--- config.mk ---
export PLATFORM = sky130hd
export DESIGN_NAME = riscv_fetch
export DESIGN_NICKNAME = d
export VERILOG_FILES = /design/src/rtl/riscv_fetch.sv
export SDC_FILE = /design/constraint.sdc
export NUM_CORES = 1
export LEC_CHECK = 0
export CAP_MARGIN = 20
export CORE_UTILIZATION = 54
export CTS_CLUSTER_DIAMETER = 50
export DETAILED_ROUTE_END_ITERATION = 8
export GPL_ROUTABILITY_DRIVEN = 1
export PLACE_DENSITY_LB_ADDON = 0.15
export SYNTH_ARGS = -nofsm -noshare
export SYNTH_HDL_FRONTEND = slang
export SYNTH_SLANG_ARGS = --single-unit
--- constraint.sdc ---
create_clock -name clk -period 5.8 [get_ports clk]
set_clock_uncertainty 0.2 [all_clocks]
set_input_delay 0.58 -clock clk [delete_from_list [all_inputs] [get_ports clk]]
set_output_delay 0.58 -clock clk [all_outputs]
set_load 0.01 [all_outputs]
--- src/rtl/riscv_fetch.sv ---
`timescale 1ns/1ps
// Instruction fetch unit: issues word-aligned reads to instruction memory,
// buffers in-order responses for decode, and handles redirects and faults.
module riscv_fetch #(
  parameter logic [31:0] RESET_PC = 32'h0000_0000,
  parameter int unsigned DEPTH    = 2
) (
  input  logic        clk,
  input  logic        rst,
  output logic        imem_req_valid,
  input  logic        imem_req_ready,
  output logic [31:0] imem_req_addr,
  input  logic        imem_resp_valid,
  input  logic [31:0] imem_resp_data,
  input  logic        redirect_valid,
  input  logic [31:0] redirect_pc,
  output logic        inst_valid,
  output logic [31:0] inst,
  output logic [31:0] inst_pc,
  input  logic        inst_ready,
  output logic        fault
);

  localparam int unsigned PTR_W = (DEPTH > 1) ? $clog2(DEPTH) : 1;
  localparam int unsigned SLOTS = 1 << PTR_W;
  localparam int unsigned CNT_W = 3;
  localparam logic [PTR_W-1:0] PTR_LAST = PTR_W'(DEPTH - 1);
  localparam logic [CNT_W:0]   DEPTH_C  = DEPTH[CNT_W:0];

  typedef enum logic {RUN, FAULT} state_t;

  state_t             state_q, state_d;
  logic               fault_q, fault_d;
  logic               req_valid_q, req_valid_d;
  logic [31:0]        req_addr_q, req_addr_d;
  logic [31:0]        fetch_pc_q, fetch_pc_d;
  logic [31:0]        resp_pc_q, resp_pc_d;
  logic [CNT_W-1:0]   inflight_q, inflight_d;
  logic [CNT_W-1:0]   drop_cnt_q, drop_cnt_d;
  logic [CNT_W-1:0]   cnt_q, cnt_d;
  logic [PTR_W-1:0]   head_q, head_d;
  logic [PTR_W-1:0]   tail_q, tail_d;
  logic [31:0]        buf_data_q [SLOTS];
  logic [31:0]        buf_data_d [SLOTS];
  logic [31:0]        buf_pc_q   [SLOTS];
  logic [31:0]        buf_pc_d   [SLOTS];

  logic               fire;
  logic               resp_eff;
  logic               in_run;
  logic               redir_ok;
  logic               redir_bad;
  logic               flush;
  logic               pop;
  logic               push;
  logic               can_issue;
  logic [CNT_W:0]     occ;
  logic [31:0]        base_pc;

  function automatic logic [PTR_W-1:0] ptr_inc(input logic [PTR_W-1:0] p);
    return (p == PTR_LAST) ? '0 : p + 1'b1;
  endfunction

  always_comb begin
    fire      = req_valid_q & imem_req_ready;
    // A response with nothing outstanding is stray and must not touch state.
    resp_eff  = imem_resp_valid & (inflight_q != '0);
    in_run    = (state_q == RUN);
    redir_ok  = in_run & redirect_valid & (redirect_pc[1:0] == 2'b00);
    redir_bad = in_run & redirect_valid & (redirect_pc[1:0] != 2'b00);
    flush     = redir_ok | redir_bad;
    pop       = (cnt_q != '0) & inst_ready;
    push      = resp_eff & in_run & ~flush & (drop_cnt_q == '0);

    state_d    = redir_bad ? FAULT : state_q;
    fault_d    = fault_q | redir_bad;
    inflight_d = inflight_q + CNT_W'(fire) - CNT_W'(resp_eff);

    // Everything still owed by memory, including a not-yet-fired request,
    // belongs to the old path once a redirect lands.
    drop_cnt_d = drop_cnt_q;
    if (redir_ok)
      drop_cnt_d = inflight_q + CNT_W'(req_valid_q) - CNT_W'(resp_eff);
    else if (resp_eff && (drop_cnt_q != '0))
      drop_cnt_d = drop_cnt_q - 1'b1;

    head_d     = head_q;
    tail_d     = tail_q;
    cnt_d      = cnt_q;
    buf_data_d = buf_data_q;
    buf_pc_d   = buf_pc_q;
    if (flush) begin
      head_d = '0;
      tail_d = '0;
      cnt_d  = '0;
    end else begin
      if (push) begin
        buf_data_d[tail_q] = imem_resp_data;
        buf_pc_d[tail_q]   = resp_pc_q;
        tail_d             = ptr_inc(tail_q);
      end
      if (pop)
        head_d = ptr_inc(head_q);
      cnt_d = cnt_q + CNT_W'(push) - CNT_W'(pop);
    end

    resp_pc_d = resp_pc_q;
    if (redir_ok)
      resp_pc_d = redirect_pc;
    else if (push)
      resp_pc_d = resp_pc_q + 32'd4;

    // Issue decision uses post-edge occupancy; a pending request may only be
    // replaced once it fires, which keeps addr/valid stable until accepted.
    occ       = {1'b0, inflight_d} + {1'b0, cnt_d};
    can_issue = (state_d == RUN) & (~req_valid_q | fire) & (occ < DEPTH_C);
    base_pc   = redir_ok ? redirect_pc : fetch_pc_q;

    req_valid_d = req_valid_q;
    req_addr_d  = req_addr_q;
    fetch_pc_d  = base_pc;
    if (can_issue) begin
      req_valid_d = 1'b1;
      req_addr_d  = base_pc;
      fetch_pc_d  = base_pc + 32'd4;
    end else if (fire) begin
      req_valid_d = 1'b0;
    end
  end

  always_ff @(posedge clk or posedge rst) begin
    if (rst) begin
      state_q     <= RUN;
      fault_q     <= 1'b0;
      req_valid_q <= 1'b0;
      req_addr_q  <= RESET_PC;
      fetch_pc_q  <= RESET_PC;
      resp_pc_q   <= RESET_PC;
      inflight_q  <= '0;
      drop_cnt_q  <= '0;
      cnt_q       <= '0;
      head_q      <= '0;
      tail_q      <= '0;
    end else begin
      state_q     <= state_d;
      fault_q     <= fault_d;
      req_valid_q <= req_valid_d;
      req_addr_q  <= req_addr_d;
      fetch_pc_q  <= fetch_pc_d;
      resp_pc_q   <= resp_pc_d;
      inflight_q  <= inflight_d;
      drop_cnt_q  <= drop_cnt_d;
      cnt_q       <= cnt_d;
      head_q      <= head_d;
      tail_q      <= tail_d;
    end
  end

  // Buffer storage carries no reset; validity is tracked by cnt_q alone.
  always_ff @(posedge clk) begin
    buf_data_q <= buf_data_d;
    buf_pc_q   <= buf_pc_d;
  end

  assign imem_req_valid = req_valid_q;
  assign imem_req_addr  = req_addr_q;
  assign inst_valid     = (cnt_q != '0);
  assign inst           = inst_valid ? buf_data_q[head_q] : 32'h0;
  assign inst_pc        = inst_valid ? buf_pc_q[head_q]   : 32'h0;
  assign fault          = fault_q;

endmodule

==> results of run 1 <==
-- how the worst min path moves through the flow --
stage,start,cells past startpoint,end,slack [ns]
after floorplan,resp_pc_q[0],0,buf_pc_q[0],0.23
after global placement,fault,1,fault,0.25
after detailed placement,fault,1,fault,0.26
after CTS,fault,1,fault,0.28
after global routing,fault,1,fault,0.29
final,fault,1,fault,0.27
-- stage by stage --
stage          total power, mW  worst slack (ns)  util [%]
5_1_grt                  4.050            0.6030     71.17
3_3_place_gp             2.176            0.5441     66.30
4_1_cts                  3.925            0.9293     71.17
3_5_place_dp             2.185            0.3865     66.30
6_report                 3.890            0.9068     71.17
2_1_floorplan            2.073             1.199         -
-- kinds of logic (layout without fill, tap and decap cells) --
family	Yosys count	in the layout	synth area share, %
mux	79	79	7.491
simple gates	313	313	13.98
flops	238	238	62.19
buf+inv	57	246	2.159
compound gates	103	103	6.146
xor+xnor	71	71	5.863
fa+ha+maj	16	16	2.171
-- power by group through the flow --
| stage | combinational (mW) | clock [mW] | sequential (mW) |
|---|---|---|---|
| final | 0.305 | 1.74 | 1.85 |
| after global routing | 0.344 | 1.85 | 1.85 |
| after CTS | 0.306 | 1.77 | 1.85 |
| after detailed placement | 0.302 | 0 | 1.88 |
| after global placement | 0.296 | 0 | 1.88 |
| after floorplan | 0.199 | 0 | 1.87 |
-- cell type report --
cell class / count / area (µm²)
clock buffers: 34 / 735.7
clock inverters: 14 / 187.7
fillers: 1344 / 5464
inverters: 19 / 73.82
multi-input cells: 582 / 3805
flip-flops and latches: 238 / 6600
well taps: 260 / 325.3
repair buffers: 179 / 1764
-- registers in the layout (all words and copies together) (netlist names) --
register	cells
drop_cnt_q	3
resp_pc_q	32
cnt_q	3
imem_req_addr	32
inflight_q	3
state_q	1
fetch_pc_q	32
fault	1
imem_req_valid	1
tail_q	1
head_q	1
buf_pc_q	64
buf_data_q	64
-- per-layer routing --
layer	GRT usage [%]	part of all wire (%)	up-vias	routed length, µm
li1	-	-	3462	-
met1	32.74	46	3455	10330
met2	35.76	46	241	10280
met3	4.004	7.0	40	1580
met4	5.886	1.6	0	354
met5	0	0	-	0
-- Yosys cell counts, drive strengths merged, types with 17 or more instances --
cell      n
inv      19
mux2i    76
clkbuf   26
xor2     39
nand4    19
dfrtp   110
xnor2    32
nand2    84
nor2    119
edfxtp  128
a21oi    23
nand3    30
a21boi   17
o21ai    34
-- critical path: cells and delay by family --
family / cells / cell delay [ns]
AO/OA/AOI/OAI: 3 / 0.69
XOR/XNOR: 1 / 0.14
adder cells (fa/ha/maj): 4 / 1.27
buffers and inverters: 3 / 0.65
AND/OR/NAND/NOR: 5 / 1.79
==> results.md, run 1 <==
- Status: complete, no violations
- DRT Wirelength: 22540 µm
- Crit path cell chain: clkdlybuf4s50_1 -> nor4b_2 -> nand2_1 -> ha_1 -> inv_1 -> ha_1 -> inv_1 -> fa_1 -> or2_2 -> fa_1 -> nor3b_1 -> o211a_1 -> o211ai_4 -> or3_1 -> a211oi_2 -> xnor2_1
- RR Startpoint: drop_cnt_q[0]
- Slew Limit Fails: 0
- GRT Overall Usage: 22.70%
- FF-to-FF End: fetch_pc_q[29]
- Post-Synthesis Net Count: 963
- Largest net degree at the start of global routing: 65
- Most frequent cells in the layout: 168 x clkdlybuf4s50_1, 128 x edfxtp_1, 118 x nor2_1
- Clock power share: 44.6%
- Yosys cell types: 53
- Area Overhead vs Synth: 27.20%
- Min cycle time layout: 4.893 ns
- Yosys top cell area share: 36.24%
- Flops & latches, synth: 238
- Fin Hold WS: 0.2706 ns
- CORE AREA: 0.01896 mm²
- Pint: 3.037 mW
- Finished Cell Area: 0.01349 mm²
- Post-route ant nets: 0
- Die Area: 0.02021 mm²
- Pre-antenna DRT Iters: 5
- Setup crit end kind: flip-flop
- CTS sink cnt: 238
- Slowest cell on the critical path: clkdlybuf4s50_1
- Avg Inst Size Synth: 12.09 µm²
- TritonCTS clock tree: built
- Post-Layout Cell Count: 1326
- CTS root buf: clkbuf_16
- First-pass GRT wire length: 36050 µm
- Max-cap viol count: 0
- Synthesized cell area: 0.01061 mm²
- RSZ-0062 raised after global routing: false
- I/O pin cnt: 169
- Post-synthesis cell count: 877
- Worst VDD drop: 0.0002046 V
- Remaining DRCs: 0
- Clk buf depth: 3
- # resized after CTS: 0
- Sequential share of power: 47.5%
- Crit-path max FO: 8
- R2R Setup Slk: 0.98 ns
- Post-CTS setup buffer count: 0
- Die Y: 142.2 µm
- CTS buffer count: 26
- Leak Pwr: 5.147 nW
- Antenna diodes: 0
- Crit Path Category: in -> reg
- Final TNS setup: 0 ns
- DP Wirelength: 14710 µm
- Reg2Reg Depth: 17
- Final hold violation count: 0
- Synth Flop Type: edfxtp_1
- DR vias: 7198
- Hold-fix buffers, CTS: 0
- Row cnt: 50
- Most common cell after layout, fill and taps aside: clkdlybuf4s50_1
- Clock slew at reported path FFs: 0.06 ns
- # port buffers: 168
- Tightest Pin Transition: 0.9793 ns
- Normalized max-slew margin: 34.11%
- Starting Density: 55.95%
- Vias per Instance: 5.428
- CP arrival: 5.13 ns
- Sequential share of the synthesized area: 62.19%
- # placed instances: 1278
- Slowest stage delay, CP: 0.55 ns
- Setup-failing EPs final: 0
- Max frequency: 204.4 MHz
- DR WL/cell: 17.00 µm
- Fraction of registers with async set/reset: 46.22%
- Worst Setup EP: fetch_pc_q[29]
- Critical Path Source: redirect_valid
- H-tree depth: 1
- Placed Area: 0.01257 mm²
- Critical path required time: 6.04 ns
- Die width: 142.2 µm
- Final period util: 84.36%
- Final net count: 1132
- EDFF count, synth: 128
- Gpl congestion: 0.8256
- Sw Ratio: 21.92%
- Aggregate global routing overflow: 0
- Type of origin of the critical path: input pin
- Logic pwr share: 7.8%
- YS warnings: 0
- Main area contributors after synthesis: edfxtp_1 36%, dfrtp_1 26%, mux2i_1 7.2%
- PD cells: 288.3 mW/mm²
- Area leader, netlist: edfxtp_1
- Vias in the first global route: 6935
- Worst-skew pair later-pin latency: 0.52 ns
- Initial antenna violation count: 0
- Hold Crit Class: reg -> reg
- Share of cells above drive strength 1: 6.848%
- Drt first-iter violations: 369
- Switching power: 852.8 µW
No activity file was read; power rests on OpenSTA's default activity.
==> run 2, diff against run 1 <==
- CORE_UTILIZATION: 54 -> 49
- clock period: 5.8 -> 4.4 ns (I/O delays scaled with it)
==> run 2 against run 1 <==
- non-clock buffer count rose by 30
- setup slack got worse by 0.67 ns
- cell count rose by 3.4%
- sequential share of layout area fell by 0.96 points
- global-route usage fell by 2.1 points
- combinational power rose by 63%
- largest cell class unchanged
==> results.md, run 2 (synthesis gave the netlist of run 1 again) <==
- Starting Density: 50.14% (-5.8 points)
- CTS buffer count: 26 (unchanged)
- Die width: 149.1 µm (+4.9%)
- Type of origin of the critical path: flip-flop
- Hold-fix buffers, CTS: 0 (unchanged)
- Normalized max-slew margin: 42.58% (+8.5 points)
- Hold Crit Class: in -> async
- TritonCTS clock tree: built
- Final design utilization: 65.05% (-6.1 points)
- Area of the multi-input gates: 0.003867 mm² (+1.6%)
- Area Overhead vs Synth: 29.74%
- DRT Wirelength: 22730 µm (+0.83%)
- Final net count: 1162 (+2.7%)
- Max frequency: 239.9 MHz
- DP Wirelength: 15340 µm (+4.3%)
- Most common cell after layout, fill and taps aside: clkdlybuf4s50_1
- Most frequent cells in the layout: 168 x clkdlybuf4s50_1, 128 x edfxtp_1, 118 x nor2_1
- Share of cells above drive strength 1: 10.22% (+3.4 points)
- Die Y: 149.1 µm (+4.9%)
- Final hold violation count: 0 (unchanged)
- # placed instances: 1319 (+3.2%)
- Slew Limit Fails: 0 (unchanged)
- DR vias: 7280 (+1.1%)
- Filler cell count: 1680 (+25%)
- Clk buf depth: 3 (unchanged)
- Crit-path max FO: 6 (-2)
- CTS sink cnt: 238 (unchanged)
- Tightest Pin Transition: 0.8614 ns (-0.1180 ns)
- Biggest regs: buf_data_q: 64 flops, buf_pc_q: 64 flops
- Worst VDD drop: 0.0002921 V (+43%)
- Gpl congestion: 0.8667 (+5.0%)
- Row cnt: 53 (+6.0%)
- Remaining DRCs: 0 (unchanged)
- Drt first-iter violations: 405 (+9.8%)
- GRT Overall Usage: 20.61% (-2.1 points)
- DR WL/cell: 16.58 µm (-2.5%)
- Initial antenna violation count: 0 (unchanged)
- Aggregate global routing overflow: 0 (unchanged)
- Vias per Instance: 5.310 (-2.2%)
- Status: complete, no violations
- Min cycle time layout: 4.168 ns
- Die Area: 0.02224 mm² (+10%)
- Clock slew at reported path FFs: 0.06 ns (about the same)
- Setup-failing EPs final: 0 (unchanged)
- Setup crit end kind: flip-flop
- CP arrival: 4.40 ns (-0.73 ns)
- Post-route ant nets: 0 (unchanged)
- Critical path required time: 4.63 ns (-1.41 ns)
- CTS root buf: clkbuf_16
- Vias in the first global route: 6913 (-0.32%)
- I/O pin cnt: 169 (unchanged)
- Crit Path Category: reg -> reg
- Post-Layout Cell Count: 1371 (+3.4%)
- Leak Pwr: 5.270 nW (+2.4%)
- PD cells: 364.6 mW/mm² (+26%)
- Largest net degree at the start of global routing: 79 (+22%)
- Max-cap viol count: 0 (unchanged)
- # port buffers: 168 (unchanged)
- H-tree depth: 1 (unchanged)
- Worst-skew pair later-pin latency: 0.51 ns (about the same)
- Final period util: 94.73%
- RSZ-0062 raised after global routing: true
- Pre-antenna DRT Iters: 7 (+2)
- First-pass GRT wire length: 36230 µm (+0.50%)
- Final TNS setup: 0 ns (unchanged)
- CORE AREA: 0.02115 mm² (+12%)
- Register area: 0.006600 mm² (unchanged)
- Antenna diodes: 0 (unchanged)
-- run 2: worst paths after layout --
kind / startpoint / endpoint / slack [ns] / depth (start not counted)
setup / recovery: drop_cnt_q[0] / fetch_pc_q[29] / 0.23 / 19
hold / removal: rst / fetch_pc_q[3] / 0.22 / 2
setup reg to reg: drop_cnt_q[0] / fetch_pc_q[29] / 0.23 / 19
hold reg to reg: fault / fault / 0.26 / 1
max in group asynchronous: rst / resp_pc_q[0] / 3.03 / 3
min in group clk: fault / fault / 0.26 / 1
-- run 2: where the power goes --
part / switching, mW / total (mW) / internal, mW
clock: 0.829 / 2.09 / 1.26
sequential: 0.0413 / 2.43 / 2.39
combinational: 0.240 / 0.497 / 0.257
total: 1.11 / 5.02 / 3.91
-- run 2: area by class of cell --
cell class | count | share of cell area (%)
sequential | 238 | 47.96
multi-input combinational | 582 | 28.11
timing repair buffer | 209 | 14.79
clock buffer | 40 | 5.556
tap | 275 | 2.500
clock inverter | 8 | 0.5456
inverter | 19 | 0.5365
-- run 2: worst max-delay path: stages (launching register included) --
cell and delay (ns):
dfrtp_1 0.39, inv_2 0.08, ha_4 0.14, nor4b_4 0.24, nand2_2 0.09, ha_1 0.27, inv_1 0.06, ha_2 0.17
inv_2 0.04, fa_1 0.43, xor2_1 0.17, xnor2_1 0.13, nor2_1 0.07, ha_1 0.33, nor3b_2 0.19, o211a_1 0.22
o211ai_4 0.10, or3_4 0.40, a211oi_2 0.24, xnor2_1 0.14
-- run 2: stage by stage --
stage | worst slack, ns | hold slack, ns | power [mW] | instance area (µm²)
3_5_place_dp | -0.4253 | 0.2540 | 2.955 | 12830
6_report | 0.2320 | 0.2210 | 5.017 | 13760
5_1_grt | -0.01928 | 0.2916 | 5.232 | 13760
3_3_place_gp | -0.3576 | 0.2493 | 2.941 | 12830
2_1_floorplan | -0.006517 | 0.2339 | 2.740 | 10630
4_1_cts | 0.02352 | 0.2598 | 5.049 | 13680
-- run 2: timing repair --
item | CTS | global route
pin swaps | 1 | 5
cloned | 0 | 1
setup endpoints to repair | 5 | 55
setup buffers | 0 | 3
gates resized for setup | 2 | 13
-- run 2: metal layers --
layer / GRT usage [%] / vias up / part of all wire (%)
met4: 3.418 / 0 / 1.0
li1: - / 3521 / -
met3: 3.517 / 24 / 7.4
met5: 0 / - / 0
met1: 31.52 / 3509 / 48
met2: 31.21 / 226 / 44
